===== config.mk =====
export PLATFORM = sky130hd
export DESIGN_NAME = pipelined_adder
export DESIGN_NICKNAME = d
export VERILOG_FILES = /design/src/rtl/adder_pkg.sv /design/src/rtl/adder_chunk.sv /design/src/rtl/pipelined_adder.sv
export SDC_FILE = /design/constraint.sdc
export NUM_CORES = 1
export LEC_CHECK = 0
export CAP_MARGIN = 20
export CORE_MARGIN = 5
export CORE_UTILIZATION = 35
export CTS_BUF_LIST = sky130_fd_sc_hd__clkbuf_8
export DETAILED_ROUTE_END_ITERATION = 8
export SETUP_SLACK_MARGIN = 0.3
export SLEW_MARGIN = 10
export SYNTH_ARGS = -nofsm -noshare
export SYNTH_HDL_FRONTEND = slang
export SYNTH_HIERARCHICAL = 1
export SYNTH_SLANG_ARGS = --single-unit

===== constraint.sdc =====
create_clock -name clk -period 3.1 [get_ports clk]
set_input_delay 0.465 -clock clk [delete_from_list [all_inputs] [get_ports clk]]
set_output_delay 0.465 -clock clk [all_outputs]
set_load 0.01 [all_outputs]

===== src/rtl/adder_pkg.sv =====
// Shared constants and elaboration helpers for the carry-pipelined adder.
package adder_pkg;

  localparam int unsigned ADDER_WIDTH_DEFAULT  = 8;
  localparam int unsigned ADDER_STAGES_DEFAULT = 2;

  // Bits handled by each pipeline stage; guarded so an illegal STAGES=0 still elaborates to the check.
  function automatic int unsigned chunk_width(input int unsigned width, input int unsigned stages);
    return (stages == 0) ? width : width / stages;
  endfunction

  // Legal when the operand splits into STAGES equal, non-empty chunks.
  function automatic bit params_legal(input int unsigned width, input int unsigned stages);
    return (width >= 1) && (stages >= 1) && (stages <= width) && ((width % stages) == 0);
  endfunction

endpackage


===== src/rtl/adder_chunk.sv =====
// Combinational CW-bit ripple adder built from full-adder cells.
module adder_chunk #(
  parameter int unsigned CW = 4
) (
  input  logic [CW-1:0] a,
  input  logic [CW-1:0] b,
  input  logic          c_in,
  output logic [CW-1:0] s,
  output logic          c_out,
  output logic          c_msb_in
);

  // Ripple the carry upward, tapping the carry that enters the top cell for signed overflow.
  always_comb begin
    logic carry;
    carry    = c_in;
    s        = '0;
    c_msb_in = c_in;
    for (int unsigned i = 0; i < CW; i++) begin
      if (i == CW - 1) c_msb_in = carry;
      s[i]  = a[i] ^ b[i] ^ carry;
      carry = (a[i] & b[i]) | (carry & (a[i] ^ b[i]));
    end
    c_out = carry;
  end

endmodule


===== src/rtl/pipelined_adder.sv =====
// WIDTH-bit adder split into STAGES carry-pipelined chunks behind valid/ready handshakes.
module pipelined_adder
  import adder_pkg::*;
#(
  parameter int unsigned WIDTH  = ADDER_WIDTH_DEFAULT,
  parameter int unsigned STAGES = ADDER_STAGES_DEFAULT
) (
  input  logic             clk,
  input  logic             rst_n,
  input  logic             in_valid,
  output logic             in_ready,
  input  logic [WIDTH-1:0] a,
  input  logic [WIDTH-1:0] b,
  input  logic             c_in,
  output logic             out_valid,
  input  logic             out_ready,
  output logic [WIDTH-1:0] sum,
  output logic             c_out,
  output logic             overflow
);

  localparam int unsigned CW   = chunk_width(WIDTH, STAGES);
  localparam int unsigned LAST = STAGES - 1;

  if (!params_legal(WIDTH, STAGES)) begin : g_param_check
    $error("pipelined_adder: need 1 <= STAGES <= WIDTH with WIDTH divisible by STAGES");
  end

  logic [STAGES-1:0] v_q, v_d;
  logic [STAGES-1:0] adv;
  logic [STAGES-1:0] load;

  // Walk from the output back: a stage advances when its successor is free or itself advancing.
  always_comb begin
    logic free_next;
    adv       = '0;
    free_next = out_ready;
    for (int unsigned i = 0; i < STAGES; i++) begin
      adv[LAST-i] = v_q[LAST-i] & free_next;
      free_next   = ~v_q[LAST-i] | adv[LAST-i];
    end
    in_ready = free_next;
  end

  // Stage k fills when its upstream hands over and empties when it advances without a refill.
  always_comb begin
    load    = '0;
    load[0] = in_valid & in_ready;
    for (int unsigned k = 1; k < STAGES; k++) begin
      load[k] = adv[k-1];
    end
    v_d = load | (v_q & ~adv);
  end

  // Stage valid bits.
  always_ff @(posedge clk or negedge rst_n) begin
    if (!rst_n) v_q <= '0;
    else        v_q <= v_d;
  end

  for (genvar k = 0; k < STAGES; k++) begin : g_stage
    localparam int unsigned IW = WIDTH - k * CW;   // operand bits not yet summed on entry
    localparam int unsigned SW = (k + 1) * CW;     // sum bits held after this stage

    logic [IW-1:0] src_a, src_b;
    logic          src_c;
    logic [CW-1:0] ch_s;
    logic          ch_co, ch_cm;
    logic [SW-1:0] s_q, s_d;
    logic          c_q, c_d;

    adder_chunk #(.CW(CW)) u_chunk (
      .a        (src_a[CW-1:0]),
      .b        (src_b[CW-1:0]),
      .c_in     (src_c),
      .s        (ch_s),
      .c_out    (ch_co),
      .c_msb_in (ch_cm)
    );

    if (k == 0) begin : g_src
      assign src_a = a;
      assign src_b = b;
      assign src_c = c_in;

      // First chunk straight from the operand ports.
      always_comb begin
        s_d = s_q;
        c_d = c_q;
        if (load[k]) begin
          s_d = ch_s;
          c_d = ch_co;
        end
      end
    end else begin : g_src
      assign src_a = g_stage[k-1].g_ops.ra_q;
      assign src_b = g_stage[k-1].g_ops.rb_q;
      assign src_c = g_stage[k-1].c_q;

      // Append this chunk above the sum bits produced upstream.
      always_comb begin
        s_d = s_q;
        c_d = c_q;
        if (load[k]) begin
          s_d = {ch_s, g_stage[k-1].s_q};
          c_d = ch_co;
        end
      end
    end

    // Partial sum and chunk carry registers.
    always_ff @(posedge clk or negedge rst_n) begin
      if (!rst_n) begin
        s_q <= '0;
        c_q <= 1'b0;
      end else begin
        s_q <= s_d;
        c_q <= c_d;
      end
    end

    if (k < STAGES - 1) begin : g_ops
      logic [IW-CW-1:0] ra_q, ra_d, rb_q, rb_d;

      // Forward the untouched upper operand bits, shifted so the next chunk sits at bit 0.
      always_comb begin
        ra_d = ra_q;
        rb_d = rb_q;
        if (load[k]) begin
          ra_d = src_a[IW-1:CW];
          rb_d = src_b[IW-1:CW];
        end
      end

      // Upper operand registers.
      always_ff @(posedge clk or negedge rst_n) begin
        if (!rst_n) begin
          ra_q <= '0;
          rb_q <= '0;
        end else begin
          ra_q <= ra_d;
          rb_q <= rb_d;
        end
      end
    end

    if (k == STAGES - 1) begin : g_last
      logic ovf_q, ovf_d;

      // Signed overflow: carry into the MSB differs from carry out of it.
      always_comb begin
        ovf_d = ovf_q;
        if (load[k]) ovf_d = ch_cm ^ ch_co;
      end

      // Overflow register.
      always_ff @(posedge clk or negedge rst_n) begin
        if (!rst_n) ovf_q <= 1'b0;
        else        ovf_q <= ovf_d;
      end
    end
  end

  assign out_valid = v_q[LAST];
  assign sum       = g_stage[LAST].s_q;
  assign c_out     = g_stage[LAST].c_q;
  assign overflow  = g_stage[LAST].g_last.ovf_q;

endmodule

==> metrics.md <==
| Metric | Value |
|---|---|
| Crit path required time | `3.26 ns` |
| Top FF cell, synth | `dfrtp_1` |
| #FFs+latches synth | `25` |
| Setup Fix Bufs, Post-CTS | `0` |
| Largest area contributor in the netlist | `dfrtp_1` |
| Syn Inst Count | `80` |
| Switching power | `between 0.2 and 0.3 mW` |
| H-tree level count | `1` |
| Synth area leaders | `dfrtp_1 51%, fa_1 13%, mux2_4 12%, mux2_2 12%, inv_1 4.9%` |
| CP max-delay cell | `clkdlybuf4s50_1` |
| # hold bufs at CTS | `0` |
| Int Power | `0.7568 mW` |
| Synth top area share | `around 50%` |
| Sequential-to-total area share from yosys stat | `51.18%` |
| Setup violations, final | `0` |
| Crit Path Class | `input pin to flop` |
| Sw frac | `between 20% and 30%` |
| Most frequent cell after synthesis | `dfrtp_1` |
| Vias in the first global route | `792` |
| Crit path DAT | `between 2 and 3 ns` |
| Initial Util | `between 30% and 40%` |
| Critical Path End Type | `flop` |
| Largest net degree at the start of global routing | `26` |
| Cell chain of the critical path | `clkdlybuf4s50_1, fa_1, inv_1, fa_1, fa_1, inv_1, fa_1, mux2_4` |
| Core Footprint | `~3400 sq um` |
| Outcome | `finished clean` |
| RSZ-0062 raised after global routing | `no` |
| Fmax | `~390 MHz` |
| Setup crit start kind | `input pin` |
| Die area | `between 4000 and 5000 sq um` |
| Drt initial violations | `19` |
| Later-pin clock latency in the skew report | `around 0.27 ns` |
| Max-cap violation count | `0` |
| First-pass GRT wire length | `about 3400 microns` |
| Critical R2R Launch | `g_stage[0].g_ops.ra_q[0]` |
| WL per Instance | `11.87 microns` |
| P&R area growth vs syn | `34.90%` |
| WP buf/inv | `3` |
| Comb pwr share | `roughly 37%` |
| CP most frequent cell | `fa_1` |
| Share of power burned in registers | `45.1%` |
| 1st-pass router iterations | `3` |
| IO Pins | `33` |
| Die Y | `roughly 69 microns` |
| DRC | `0` |
| Levels on crit path | `8` |
| Clock Skew | `roughly 0.0054 ns` |
| Gpl congestion | `~0.66` |
| Worst r2r dst | `sum[7]` |
| DP Wirelength | `between 1500 and 2000 microns` |
| Maximum vdd ir drop | `about 200 uV` |
| Worst Reg-to-Reg Cells | `7` |
| Site row count | `21` |
| Fin crit period | `2.537 ns` |
| Distinct cells, synth | `11` |
| Worst setup path endpoint | `g_stage[0].s_q[3]` |
| Final hold vios | `0` |
| Worst slew pin tran | `roughly 0.3 ns` |
| CTS tree | `done` |
| Initial antenna violation count | `0` |
| Total gr overflow | `0` |
| Peak per-stage delay on the critical path | `around 0.5 ns` |
| N_diodes | `0` |
| Total power | `a little over 1 mW` |
| Async SR Flop Fraction | `100.0%` |
| Share of layout cells above drive strength 1 | `around a quarter` |
| Min-Delay Path Class | `input pin to asynchronous set/reset pin` |
| Slew margin rel. | `about four fifths` |
| Pwr Density | `628.2 nW/um^2` |
| CTS sink count | `25` |
| Post-CTS Resized | `0` |
| Port Buffers | `32` |
| Cell area after synthesis | `~1200 sq um` |
| Clock power share | `approximately 18%` |
| Die Wd | `around 69 microns` |
| Commonest cells in the netlist | `25 x dfrtp_1, 16 x inv_1, 13 x mux2_2` |
| CP max FO | `1` |
| Leakage power | `roughly 0.76 nW` |
| Clock root buffer | `clkbuf_8` |
| CTS buffer count | `3` |
| Post-synth EDFFs | `0` |
| Final wirelength | `between 1500 and 2000 microns` |
| Syn Nets | `109` |
| All-Layer GR Usage | `8.910%` |
| DR vias | `680` |
| Worst setup startpoint | `a[0]` |
| Worst-case clock buffer depth | `2` |
| Avg Synthesized Cell Area | `15.28 sq um` |
| Final antenna-violating net count | `0` |
| Final Cycle Share | `81.83%` |
| Sum Neg Setup Slack | `0 ns` |
| Clk slew on worst S/H paths | `approximately 0.09 ns` |
| R2R Setup Slk | `slightly above 0.8 ns` |
| Vias/cell | `approximately 4.2` |
| Layout Nets | `roughly 150` |
| Synth Warn # | `6` |
| Slew Viols, Final | `0` |
| Top Family by Delay on Critical Path | `adder cells` |
[cell type report]
type	count	area [sq um]
clock inverters	1	7.507
flip-flops and latches	25	625.6
multi-input cells	38	521.8
repair buffers	33	335.3
fillers	341	1714
clock buffers	3	41.29
inverters	16	60.06
well taps	46	57.56
[power groups by stage]
stage | logic, mW | registers [mW] | clock network (mW)
after floorplan | 0.173 | 0.499 | 0
after global placement | 0.377 | 0.475 | 0
after detailed placement | 0.385 | 0.476 | 0
after CTS | 0.386 | 0.471 | 0.202
after global routing | 0.419 | 0.485 | 0.215
final | 0.379 | 0.468 | 0.189
[through the flow]
stage | hold slack [ns] | cell area (sq um) | utilization, % | setup WS (ns) | cells
2_1_floorplan | 0.1694 | 1222 | - | 0.8806 | 80
3_5_place_dp | 0.4931 | 1585 | 47.14 | 0.2477 | 157
6_report | 0.4494 | 1649 | 49.03 | 0.5632 | 162
3_3_place_gp | 0.4868 | 1585 | 47.14 | 0.3284 | 157
5_1_grt | 0.4521 | 1649 | 49.03 | 0.4903 | 162
4_1_cts | 0.5125 | 1634 | 48.59 | 0.5436 | 161
[cell usage in the layout (no fill, tap or decap), drive strengths merged]
cell	n
clkbuf	3
nand3b	1
dfrtp	25
buf	1
mux2	23
clkdlybuf4s50	32
nand2b	3
xor2	1
inv	16
clkinvlp	1
nand2	2
fa	8
[layer usage]
layer  vias to the layer above  global-route usage, %  wire (microns)
met2                        21                  16.31            1025
met4                         0                  3.905              27
met5                         -                      0               0
met3                         2                  3.488             140
met1                       338                  8.772             730
li1                        319                      -               -
[cell families (layout without fill, tap and decap cells)]
family | Yosys count | count (layout) | share of synthesized area, %
mux | 23 | 23 | 24.26
simple gates | 6 | 6 | 4.606
buf+inv | 17 | 53 | 6.141
xor+xnor | 1 | 1 | 0.7166
fa+ha+maj | 8 | 8 | 13.10
flops | 25 | 25 | 51.18
[how the worst min path moves through the flow]
stage                       from                        to  slack (ns)  depth (start not counted)
final                      rst_n  g_stage[0].g_ops.rb_q[1]        0.45                          1
after global routing       rst_n                    sum[5]        0.45                          1
after CTS                 sum[4]                    sum[4]        0.51                          1
after detailed placement  sum[4]                    sum[4]        0.49                          1
after global placement    sum[4]                    sum[4]        0.49                          1
after floorplan            rst_n                     c_out        0.17                          0
[registers in the layout, summed over array words and instances (netlist names)]
register,cells
g_stage.s_q,4
v_q,2
sum,8
g_stage.g_ops.rb_q,4
overflow,1
c_out,1
g_stage.g_ops.ra_q,4
g_stage.c_q,1
(Power assumes the default switching activity.)
